--- config.mk ---
export PLATFORM = sky130hd
export DESIGN_NAME = vga_timing_receiver
export DESIGN_NICKNAME = d
export VERILOG_FILES = /design/src/rtl/vga_timing_receiver.sv
export SDC_FILE = /design/constraint.sdc
export NUM_CORES = 1
export LEC_CHECK = 0
export ABC_AREA = 1
export CAP_MARGIN = 20
export CORE_MARGIN = 2
export CORE_UTILIZATION = 49
export CTS_CLUSTER_DIAMETER = 200
export DETAILED_ROUTE_END_ITERATION = 10
export GPL_TIMING_DRIVEN = 0
export HOLD_SLACK_MARGIN = 0.03
export PLACE_DENSITY = 0.78
export RECOVER_POWER = 50
export SLEW_MARGIN = 20
export SYNTH_ARGS = -nofsm -noshare
export SYNTH_HDL_FRONTEND = slang
export SYNTH_SLANG_ARGS = --single-unit
--- constraint.sdc ---
create_clock -name clk_25MHz -period 1.8 [get_ports clk_25MHz]
set_input_delay 0.18 -clock clk_25MHz [delete_from_list [all_inputs] [get_ports clk_25MHz]]
set_output_delay 0.18 -clock clk_25MHz [all_outputs]
set_load 0.005 [all_outputs]
--- src/rtl/vga_timing_receiver.sv ---
// Sink-side VGA timing recovery: derives x/y and the active window from hsync/vsync
// and qualifies line/frame lengths against the nominal timing before reporting lock.
module vga_timing_receiver #(
  parameter int unsigned H_VISIBLE       = 640,
  parameter int unsigned H_SYNC          = 96,
  parameter int unsigned H_BACK          = 48,
  parameter int unsigned H_TOTAL         = 800,
  parameter int unsigned V_VISIBLE       = 480,
  parameter int unsigned V_SYNC          = 2,
  parameter int unsigned V_BACK          = 33,
  parameter int unsigned V_TOTAL         = 525,
  parameter int unsigned SYNC_ACTIVE_LOW = 1,
  parameter int unsigned LOCK_FRAMES     = 2
) (
  input  logic        clk_25MHz,
  input  logic        reset,
  input  logic        hsync_in,
  input  logic        vsync_in,
  output logic        locked,
  output logic        active_video,
  output logic [9:0]  x_pos,
  output logic [9:0]  y_pos,
  output logic        frame_start,
  output logic [11:0] h_total_meas,
  output logic [11:0] v_total_meas,
  output logic        sync_error
);

  localparam int unsigned GW = (LOCK_FRAMES < 1) ? 1 : $clog2(LOCK_FRAMES + 1);
  localparam logic [11:0] H_START = 12'(H_SYNC + H_BACK);
  localparam logic [11:0] H_END   = 12'(H_SYNC + H_BACK + H_VISIBLE - 1);
  localparam logic [11:0] V_START = 12'(V_SYNC + V_BACK);
  localparam logic [11:0] V_END   = 12'(V_SYNC + V_BACK + V_VISIBLE - 1);
  localparam logic [11:0] H_TOT   = 12'(H_TOTAL);
  localparam logic [11:0] V_TOT   = 12'(V_TOTAL);
  localparam logic [GW-1:0] LOCK_N = GW'(LOCK_FRAMES);
  localparam logic POL = (SYNC_ACTIVE_LOW != 0);

  typedef enum logic [1:0] {
    SEARCH  = 2'd0,
    ACQUIRE = 2'd1,
    LOCKED  = 2'd2
  } state_t;

  state_t        state;
  logic          hs, vs, hs_q, vs_q;
  logic          hs_edge, vs_edge, vs_pend;
  logic [11:0]   h_cnt, v_cnt, h_next, v_next;
  logic [GW-1:0] good_cnt, good_inc;
  logic          line_err, line_err_seen;
  logic          boundary, frame_good, timeout;
  logic          h_in, v_in;
  logic [11:0]   x_full, y_full;

  always_comb begin
    hs         = hsync_in ^ POL;
    vs         = vsync_in ^ POL;
    hs_edge    = hs & ~hs_q;
    vs_edge    = vs & ~vs_q;
    h_next     = h_cnt + 12'd1;
    v_next     = v_cnt + 12'd1;
    good_inc   = good_cnt + GW'(1);
    line_err   = hs_edge && (state != SEARCH) && (h_next != H_TOT);
    boundary   = hs_edge && (vs_pend || vs_edge);
    // The line ending at the boundary belongs to the frame being judged.
    frame_good = (v_next == V_TOT) && !line_err_seen && !line_err;
    // Fires on the step into saturation, so a stalled hsync reports once.
    timeout    = !hs_edge && (h_cnt == 12'hFFE);
  end

  always_ff @(posedge clk_25MHz or posedge reset) begin
    if (reset) begin
      hs_q          <= 1'b0;
      vs_q          <= 1'b0;
      vs_pend       <= 1'b0;
      h_cnt         <= '0;
      v_cnt         <= '0;
      h_total_meas  <= '0;
      v_total_meas  <= '0;
      line_err_seen <= 1'b0;
    end else begin
      hs_q <= hs;
      vs_q <= vs;

      if (hs_edge) begin
        h_cnt        <= '0;
        h_total_meas <= h_next;
      end else if (h_cnt != '1) begin
        h_cnt <= h_next;
      end

      if (boundary) begin
        v_cnt        <= '0;
        v_total_meas <= v_next;
        vs_pend      <= 1'b0;
      end else begin
        if (hs_edge && (v_cnt != '1)) v_cnt <= v_next;
        if (vs_edge) vs_pend <= 1'b1;
      end

      line_err_seen <= boundary ? 1'b0 : (line_err_seen | line_err);
    end
  end

  always_ff @(posedge clk_25MHz or posedge reset) begin
    if (reset) begin
      state      <= SEARCH;
      good_cnt   <= '0;
      sync_error <= 1'b0;
    end else begin
      sync_error <= 1'b0;
      if (timeout) begin
        state      <= SEARCH;
        good_cnt   <= '0;
        sync_error <= 1'b1;
      end else begin
        case (state)
          SEARCH: begin
            if (boundary) begin
              state    <= ACQUIRE;
              good_cnt <= '0;
            end
          end
          ACQUIRE: begin
            if (boundary) begin
              if (frame_good) begin
                good_cnt <= good_inc;
                if (good_inc >= LOCK_N) state <= LOCKED;
              end else begin
                good_cnt   <= '0;
                sync_error <= 1'b1;
              end
            end else if (line_err) begin
              sync_error <= 1'b1;
            end
          end
          LOCKED: begin
            if (line_err || (boundary && !frame_good)) begin
              state      <= SEARCH;
              good_cnt   <= '0;
              sync_error <= 1'b1;
            end
          end
          default: begin
            state    <= SEARCH;
            good_cnt <= '0;
          end
        endcase
      end
    end
  end

  always_comb begin
    locked       = (state == LOCKED);
    h_in         = (h_cnt >= H_START) && (h_cnt <= H_END);
    v_in         = (v_cnt >= V_START) && (v_cnt <= V_END);
    active_video = locked && h_in && v_in;
    x_full       = h_cnt - H_START;
    y_full       = v_cnt - V_START;
    x_pos        = active_video ? x_full[9:0] : '0;
    y_pos        = active_video ? y_full[9:0] : '0;
    frame_start  = active_video && (x_pos == '0) && (y_pos == '0);
  end

endmodule
==> flow_summary_export.csv, run 1 <==
group,metric,value,unit
flow_run,cap_viol_max_count,0,
timing,finalHoldViolCount,0,
global_route,overflow,0,
layout,fillers,447,
timing,finalCriticalPeriod,2.47,ns
drt,vias,3684,
die,core-area,6790,µm²
clocking,clock-root-buffer,"clkbuf_8",
die,initial_core_util,50.8,%
clocking,htreeDepth,3,
layout,num-nets-final,582,
yosys,synth_flop_cell,"dfrtp_1",
global_route,first_global_vias,3652,
critical_path,crit_slowest_cell,"dfrtp_2",
clocking,clk_pin_slew,0.08,ns
critical_path,critical_path_peak_fanout,5,
timing,slew_viol_final,0,
layout,diodes,0,
timing,rsz0062_at_grt,"yes",
die,dieArea,7740,µm²
timing,setup_viol,60,
placement,io_buffers,51,
drt,detail_route.wl_per_cell,16.6,µm
clocking,holdBufCountCts,0,
global_route,grt_max_degree,58,
placement,post-dp-hpwl,6520,µm
timing,clock_skew,0.0165,ns
yosys,yosysMostFrequentCell,"nand2_1",
placement,place_inst,609,
critical_path,crit_path_end_kind,"primary output",
critical_path,arrival,2.29,ns
yosys,yosysTopAreaCellShare,41.3,%
critical_path,startpoint,"h_cnt[4]",
critical_path,reg2reg_depth,16,
pwr,finalPower,4.28,mW
clocking,tritoncts,"yes",
yosys,async_reset_ff_share,100,%
critical_path,crit_chain,"buf_4 -> ha_1 -> nand4_1 -> nand4_1 -> nand3_2 -> nor2_4 -> buf_4 -> buf_6 -> o41ai_1 -> nand4_1 -> nor2_1 -> buf_2",
yosys,postSynthAreaPerCell,7.48,µm²
yosys,synth_top_area_cell,"dfrtp_1",
timing,max_slew_margin,20.1,%
drt,via_per_inst,5.54,
critical_path,critPathLaunchType,"flip-flop",
drt,drt-total-wl,11100,µm
timing,holdWs,0.450,ns
critical_path,slowest_delay,0.44,ns
yosys,syn-num-nets,480,
die,fp.dieW,88.0,µm
layout,drive_above_1_share,39.5,%
global_route,track_usage,27.8,%
drt,drtAntennaViolNets,0,
drt,drtIter0Drc,195,
yosys,yosysWarnings,0,
clocking,clkLatencyLatePin,0.36,ns
placement,globalplace.congestion,0.887,
critical_path,worstReg2RegStart,"h_cnt[0]",
yosys,yosysSeqAreaShare,41.3,%
pwr,p_leak,2.41,nW
layout,area_growth,50.5,%
yosys,synth.top_cells.by_area,"dfrtp_1, nand2_1, inv_1",
timing,worst_slew_pin_slew,1.20,ns
critical_path,crit_required,1.62,ns
critical_path,rrSetupSlack,-0.37,ns
timing,setup_ws,-0.668,ns
layout,layout.cells.non_filler,665,
yosys,synth_common_cells,"nand2_1, dfrtp_1, inv_1",
min_path,whs_endpoint,"hs_q",
clocking,cts_inserted_buffers,9,
outcome,status,"finished, violations left",
critical_path,crit_top_cell,"nand4_1",
critical_path,critPathTopFamily,"simple AND/OR/NAND/NOR gates",
min_path,min_from,"hsync_in",
clocking,numClockSinks,57,
min_path,hold_class,"in2reg",
drt,dr.pass1.iters,5,
pwr,powerDensity,824,nW/µm²
yosys,ys_types,30,
die,die_h,88.0,µm
die,rows,30,
drt,drc,0,
timing,clock.fmax,0.405,GHz
global_route,antenna_found_initial,0,
clocking,cts_buffer_depth,2,
min_path,holdPathStages,2,
critical_path,r2r_end,"state[0]",
global_route,grt_first_pass_wirelength,16700,µm
critical_path,critPathBufInv,4,
critical_path,critPathKind,"reg2out",
yosys,synth_area,3450,µm²
pwr,peakVddDrop,0.000802,V
die,num_io_pins,52,
yosys,postSynthCellCount,462,
timing,fin_crit_sh,137,%
outcome,violations,"negative setup slack",
yosys,synth-seq-cells,57,
yosys,synth_edf_count,0,
-- kinds of logic after synthesis --
family,count (synthesis),synth area share [%]
AND/OR/NAND/NOR,250,32.9
AO/OA/AOI/OAI,65,10.6
XOR/XNOR,10,2.54
adder cells (fa/ha/maj),14,5.07
flip-flops,57,41.3
buffers and inverters,66,7.68
-- state kept, by name (all words and copies together) (netlist names) --
signal and count:
h_total_meas 12, v_cnt 12, h_cnt 12, state 2
hs_q 1, line_err_seen 1, v_total_meas 12, vs_q 1
vs_pend 1, sync_error 1, good_cnt 2
-- how the worst max path moves through the flow --
stage / end / slack (ns) / cells after the start
2_1_floorplan: frame_start / -0.09 / 13
3_3_place_gp: frame_start / -0.84 / 14
3_5_place_dp: frame_start / -0.90 / 14
4_1_cts: frame_start / -0.65 / 15
5_1_grt: frame_start / -0.73 / 14
6_report: frame_start / -0.67 / 12
-- cell type report --
cell class | instances | area [µm²] | share of cell area, %
Multi-Input combinational cell | 339 | 2300 | 44.2
Sequential cell | 57 | 1440 | 27.7
Timing Repair Buffer | 92 | 802 | 15.4
Inverter | 55 | 229 | 4.40
Clock buffer | 11 | 141 | 2.72
Tap cell | 96 | 120 | 2.31
Buffer | 10 | 90.1 | 1.73
Clock inverter | 5 | 78.8 | 1.52
-- report_power, final --
part / total, mW / leakage, nW / switching, mW / internal [mW]
clock: 1.39 / 0.113 / 0.570 / 0.815
sequential: 1.60 / 0.742 / 0.164 / 1.44
combinational: 1.30 / 1.56 / 0.715 / 0.583
total: 4.28 / 2.41 / 1.45 / 2.84
-- layer usage --
metal	vias up	global-route usage, %	wire [µm]	share of wire [%]
met2	157	48.9	5730	52
li1	1703	-	-	-
met5	-	0	0	0
met1	1783	32.7	4340	39
met3	41	4.05	561	5.1
met4	0	14.8	430	3.9
-- per-stage QoR --
step	setup TNS [ns]	util [%]	cell area, µm²	setup slack (ns)
6_report	-16.60	76.5	5200	-0.668
2_1_floorplan	-0.513	-	3500	-0.0886
5_1_grt	-22.53	76.5	5200	-0.727
4_1_cts	-12.89	70.9	4820	-0.648
3_3_place_gp	-76.10	60.8	4130	-0.835
3_5_place_dp	-31.23	60.9	4140	-0.896
-- worst register-to-register path, stage by stage (launching register included) --
cell	delay (ns)
dfrtp_2	0.46
ha_4	0.19
inv_4	0.06
nor2_4	0.04
buf_4	0.15
nand2_1	0.10
nand2_1	0.09
inv_1	0.10
nand3_1	0.10
nor2_2	0.15
nand2_2	0.10
nand2_4	0.12
nand3_4	0.09
nand2_2	0.08
nand3_2	0.09
nand2_1	0.09
nand2_1	0.05
-- cell usage in the layout (no fill, tap or decap), drive strengths merged, types with 14 or more instances in the layout --
| master | instances |
|---|---|
| clkbuf | 19 |
| nand3 | 34 |
| o21ai | 38 |
| nand2 | 134 |
| nor2 | 66 |
| clkdlybuf4s50 | 25 |
| dfrtp | 57 |
| ha | 14 |
| buf | 62 |
| inv | 53 |
-- repair_timing --
| item | 4_1_cts | 5_1_grt |
|---|---|---|
| buffers inserted | 24 | 18 |
| endpoints found under the setup margin | 55 | 63 |
| pin swaps | 25 | 40 |
| cloned | 2 | 0 |
| resized for setup | 176 | 83 |
Power figures use the tool's default switching activity.
==> run 2: changes to the inputs <==
- CORE_UTILIZATION: 49 -> 40
- PLACE_DENSITY: 0.78 -> 0.66
==> run 2 against run 1 <==
The run still ends with negative setup slack left; register-to-register slack barely moved; die area rose by 21%; sequential share of layout area rose by 1.3 points; critical path type unchanged.
==> flow_summary_export.csv, run 2 (synthesized netlist as in run 1, its figures left out) <==
group,metric,value,unit
outcome,status,"finished, violations left",
outcome,violations,"negative setup slack",
timing,clock.fmax,0.402,GHz
die,fp.dieW,96.9,µm
layout,diodes,0,
layout,utilization,59.7,%
clocking,tritoncts,"yes",
global_route,grt_max_degree,40,
critical_path,reg2reg_depth,16,
critical_path,critPathKind,"reg2out",
pwr,p_int,2.90,mW
die,dieArea,9400,µm²
layout,final_common_cell,"nand2_1",
die,rows,33,
die,core-area,8300,µm²
placement,globalplace.congestion,0.946,
timing,slew_viol_final,0,
placement,place_inst,619,
placement,io_buffers,51,
pwr,p_sw,1.34,mW
timing,max_slew_margin,42.5,%
drt,detail_route.wl_per_cell,14.8,µm
placement,pre_cts_ws,-0.925,ns
flow_run,cap_viol_max_count,0,
pwr,power_frac_clock,35.2,%
timing,fin_crit_sh,138,%
drt,via_per_inst,5.11,
pwr,p_seq_share,37.4,%
pwr,powerDensity,857,nW/µm²
pwr,finalPower,4.25,mW
die,initial_core_util,41.6,%
global_route,overflow,0,
layout,layout.cells.non_filler,670,
drt,drtIter0Drc,173,
drt,drtAntennaViolNets,0,
timing,setup_ws,-0.689,ns
layout,drive_above_1_share,34.3,%
pwr,p_comb_share,27.4,%
timing,finalCriticalPeriod,2.49,ns
critical_path,arrival,2.31,ns
pwr,p_leak,2.34,nW
global_route,antenna_found_initial,0,
layout,num-nets-final,578,
placement,post-dp-hpwl,6620,µm
timing,tns,-14.38,ns
clocking,holdBufCountCts,0,
clocking,htreeDepth,3,
pwr,swShare,31.6,%
global_route,first_global_vias,3374,
global_route,grt_first_pass_wirelength,16100,µm
layout,area_growth,43.4,%
drt,vias,3422,
drt,drc,0,
timing,rsz0062_at_grt,"yes",
drt,dr.pass1.iters,4,
drt,drt-total-wl,9920,µm
min_path,hold_class,"in2async",
clocking,clkLatencyLatePin,0.34,ns
critical_path,r2r_end,"state[0]",
timing,clock_skew,0.00965,ns
critical_path,rrSetupSlack,-0.38,ns
clocking,clk_pin_slew,0.07,ns
die,die_h,96.9,µm
die,num_io_pins,52,
timing,setup_viol,51,
critical_path,worstReg2RegStart,"h_cnt[1]",
clocking,numClockSinks,57,
clocking,clock-root-buffer,"clkbuf_8",
critical_path,crit_required,1.62,ns
pwr,peakVddDrop,0.000538,V
critical_path,critPathLaunchType,"flip-flop",
critical_path,crit_path_end_kind,"primary output",
clocking,cts_buffer_depth,2,
global_route,track_usage,21.1,%
layout,final_cell_mix,"nand2_1, dfrtp_1, inv_1",
critical_path,critical_path_peak_fanout,3,
clocking,cts_inserted_buffers,9,
timing,worst_slew_pin_slew,0.858,ns
timing,finalHoldViolCount,0,
run 2: through the flow:
step           hold slack, ns  area (µm²)
3_5_place_dp            0.466        4170
4_1_cts                 0.125        4770
3_3_place_gp            0.459        4140
6_report                0.412        4950
2_1_floorplan           0.239        3500
5_1_grt                 0.458        4950
run 2: area by class of cell:
type | instances | area [µm²]
Clock buffer | 9 | 124
Sequential cell | 57 | 1440
Buffer | 10 | 80.1
Fill cell | 748 | 3350
Tap cell | 105 | 131
Multi-Input combinational cell | 339 | 2080
Clock inverter | 7 | 119
Inverter | 55 | 229
Timing Repair Buffer | 88 | 752
run 2: critical path, stage by stage (launching register included):
cell     delay [ns]
dfrtp_1        0.41
buf_6          0.13
ha_4           0.16
inv_4          0.06
nor2_4         0.04
a21oi_2        0.13
nor2_2         0.06
o21ai_2        0.15
nor2_4         0.07
buf_6          0.12
buf_4          0.13
o31ai_1        0.07
nand4_1        0.19
nor2_1         0.12
buf_2          0.12
run 2: repair_timing:
item | 4_1_cts | 5_1_grt
buffers inserted | 25 | 14
endpoints found under the setup margin | 54 | 66
pin swaps | 17 | 21
gates resized for setup | 164 | 45
run 2: worst max path at each step:
stage                         from               to  slack (ns)  cells past startpoint
after floorplan           h_cnt[0]      frame_start       -0.09                     13
after global placement       reset  v_total_meas[4]       -0.92                      2
after detailed placement  v_cnt[0]      frame_start       -0.92                     14
after CTS                 h_cnt[1]      frame_start       -0.66                     15
after global routing      h_cnt[1]      frame_start       -0.79                     14
final                     h_cnt[1]      frame_start       -0.69                     14
run 2: power by group through the flow:
stage / logic (mW) / clock network [mW] / registers, mW
2_1_floorplan: 0.504 / 0 / 1.57
3_3_place_gp: 0.791 / 0 / 1.59
3_5_place_dp: 0.807 / 0 / 1.60
4_1_cts: 1.06 / 1.53 / 1.58
5_1_grt: 1.27 / 1.58 / 1.61
6_report: 1.16 / 1.50 / 1.59
run 2: metal layers:
metal  track usage, %  up-vias  wire [µm]
met4             6.39        0         86
met1             26.5     1628       4520
li1                 -     1704          -
met3             3.90        8        373
met5                0        -          0
met2             37.0       82       4940
==> run 3: changes to the inputs <==
- ABC_AREA: 1 -> 0
- TNS_END_PERCENT: default -> 100
==> run 3 against run 2 <==
The flow still finishes with violations (negative setup slack); via count is 2.4% higher; combinational power increased by 14%; worst setup slack got worse by 0.26 ns; clock-buffer cell count unchanged; area after synthesis increased by 2.2%; non-clock buffer count is 18 higher; total power shrank 0.80%; final cell count fell by 6.0%.
==> flow_summary_export.csv, run 3 <==
group,metric,value,unit
die,num_io_pins,52,
layout,final_common_cell,"dfrtp_1",
timing,rsz0062_at_grt,"yes",
global_route,antenna_found_initial,0,
layout,final_cell_mix,"dfrtp_1, nor2_1, nand2_1",
yosys,syn-num-nets,435,
critical_path,critPathKind,"reg2out",
critical_path,slowest_delay,0.54,ns
die,initial_core_util,40.9,%
outcome,violations,"negative setup slack",
drt,drtAntennaViolNets,0,
critical_path,crit_path_end_kind,"primary output",
critical_path,reg2reg_depth,12,
yosys,async_reset_ff_share,100,%
clocking,holdBufCountCts,0,
timing,finalHoldViolCount,0,
critical_path,worstReg2RegStart,"v_cnt[0]",
drt,dr.pass1.iters,5,
yosys,synth-seq-cells,57,
pwr,peakVddDrop,0.000490,V
critical_path,crit_top_cell,"buf_12",
critical_path,crit_slowest_cell,"or4_4",
layout,drive_above_1_share,37.7,%
timing,setup_ws,-0.947,ns
critical_path,critPathLaunchType,"flip-flop",
global_route,overflow,0,
placement,place_inst,577,
min_path,hold_class,"in2async",
clocking,cts_buffer_depth,2,
critical_path,rrSetupSlack,-0.92,ns
outcome,status,"finished, violations left",
layout,diodes,0,
timing,fin_crit_sh,153,%
global_route,track_usage,22.0,%
yosys,yosysWarnings,0,
drt,drc,0,
clocking,clock-root-buffer,"clkbuf_8",
yosys,synth_top_family_by_area,"simple AND/OR/NAND/NOR gates",
yosys,synth_compound_area_share,17.1,%
layout,area_growth,51.6,%
clocking,htreeDepth,3,
clocking,clk_pin_slew,0.07,ns
yosys,postSynthAreaPerCell,8.47,µm²
yosys,synth-simple-area-share,25.1,%
critical_path,critPathBufInv,4,
clocking,clkLatencyLatePin,0.35,ns
critical_path,arrival,2.57,ns
timing,finalCriticalPeriod,2.75,ns
drt,vias,3505,
placement,io_buffers,51,
critical_path,crit_required,1.62,ns
yosys,yosysSeqAreaShare,40.4,%
yosys,synth_fa_ha_area_share,4.96,%
timing,clock_skew,0.00636,ns
flow_run,cap_viol_max_count,0,
drt,detail_route.wl_per_cell,17.2,µm
yosys,yosysTopAreaCellShare,40.4,%
drt,via_per_inst,5.56,
layout,num-nets-final,535,
layout,utilization,62.0,%
yosys,synth_flop_cell,"dfrtp_1",
timing,clock.fmax,0.364,GHz
critical_path,critPathTopFamily,"simple AND/OR/NAND/NOR gates",
critical_path,crit_chain,"ha_4 -> and3_4 -> a21oi_2 -> nor3_1 -> nor2_1 -> or4_4 -> buf_12 -> buf_12 -> buf_12 -> nor2_4 -> buf_2",
timing,setup_viol,39,
global_route,grt_max_degree,35,
critical_path,r2r_end,"good_cnt[0]",
timing,slew_viol_final,0,
timing,worst_slew_pin_slew,1.03,ns
drt,drtIter0Drc,215,
clocking,tritoncts,"yes",
yosys,postSynthCellCount,417,
die,rows,34,
yosys,synth_area,3530,µm²
yosys,synth_edf_count,0,
global_route,first_global_vias,3288,
placement,globalplace.congestion,0.940,
layout,layout.cells.non_filler,630,
die,die_h,98.0,µm
yosys,synth-xor-area-share,6.70,%
layout,fillers,724,
yosys,ys_types,59,
yosys,synth_common_cells,"nor2_1, dfrtp_1, o21ai_0",
placement,post-dp-hpwl,6960,µm
drt,drt-total-wl,10900,µm
timing,max_slew_margin,30.8,%
die,core-area,8640,µm²
die,dieArea,9600,µm²
global_route,grt_first_pass_wirelength,16900,µm
clocking,cts_inserted_buffers,9,
die,fp.dieW,98.0,µm
yosys,synth_top_area_cell,"dfrtp_1",
critical_path,critical_path_peak_fanout,6,
pwr,p_leak,2.26,nW
yosys,yosysMostFrequentCell,"nor2_1",
yosys,muxShareOfSynthArea,0.638,%
pwr,powerDensity,787,nW/µm²
clocking,numClockSinks,57,
yosys,synth.top_cells.by_area,"dfrtp_1, nor2_1, o21ai_0",
## run 3: worst max-delay path by stage
| stage | startpoint | end | slack (ns) | cells after the start |
|---|---|---|---|---|
| final | h_cnt[1] | y_pos[0] | -0.95 | 11 |
| after global placement | v_cnt[0] | y_pos[2] | -1.12 | 9 |
| after CTS | v_cnt[0] | y_pos[0] | -0.92 | 12 |
| after global routing | h_cnt[1] | y_pos[0] | -1.02 | 11 |
| after floorplan | v_cnt[0] | good_cnt[0] | -0.68 | 11 |
| after detailed placement | v_cnt[0] | y_pos[2] | -1.09 | 9 |
## run 3: kinds of logic (layout without fill, tap and decap cells)
logic type               after synthesis  after routing
AO/OA/AOI/OAI                         98             98
AND/OR/NAND/NOR                      174            175
flip-flops                            57             57
buffers and inverters                 45            149
adder cells (fa/ha/maj)               14             14
XOR/XNOR                              27             27
multiplexers                           2              2
## run 3: metal layers
layer	up-vias	global-route usage, %	wire length, µm
li1	1656	-	-
met1	1711	30.8	4950
met2	121	34.1	5150
met3	17	3.65	542
met4	0	8.55	202
met5	-	0	0
## run 3: cell type report
cell class | instances | area (µm²) | share of cell area [%]
plain buffers | 25 | 226 | 4.23
clock buffers | 9 | 124 | 2.31
clock inverters | 7 | 93.8 | 1.75
inverters | 17 | 98.8 | 1.85
multi-input cells | 316 | 2460 | 45.9
flip-flops and latches | 57 | 1440 | 26.8
well taps | 108 | 135 | 2.53
repair buffers | 91 | 781 | 14.6
## run 3: through the flow
stage          instance area (µm²)  TNS [ns]  setup WS, ns  hold WS (ns)  total power, mW
3_5_place_dp                  4450    -43.12         -1.09         0.470             2.58
3_3_place_gp                  4430    -93.32         -1.12         0.460             2.57
2_1_floorplan                 3780    -10.95        -0.684         0.239             2.20
5_1_grt                       5350    -31.57         -1.02         0.490             4.43
6_report                      5350    -26.45        -0.947         0.459             4.21
4_1_cts                       4950    -25.48        -0.924         0.146             4.08
## run 3: what timing repair did
item / 4_1_cts / 5_1_grt
setup buffers: 19 / 18
endpoints found under the setup margin: 60 / 66
gates cloned: 0 / 3
gates resized for setup: 144 / 87
pin swaps: 12 / 32
## run 3: power by group
group          total (mW)  internal, mW  switching (mW)  leakage (nW)
logic                1.32         0.625           0.698          1.42
registers            1.54          1.44           0.100         0.733
clock network        1.35         0.778           0.572         0.106
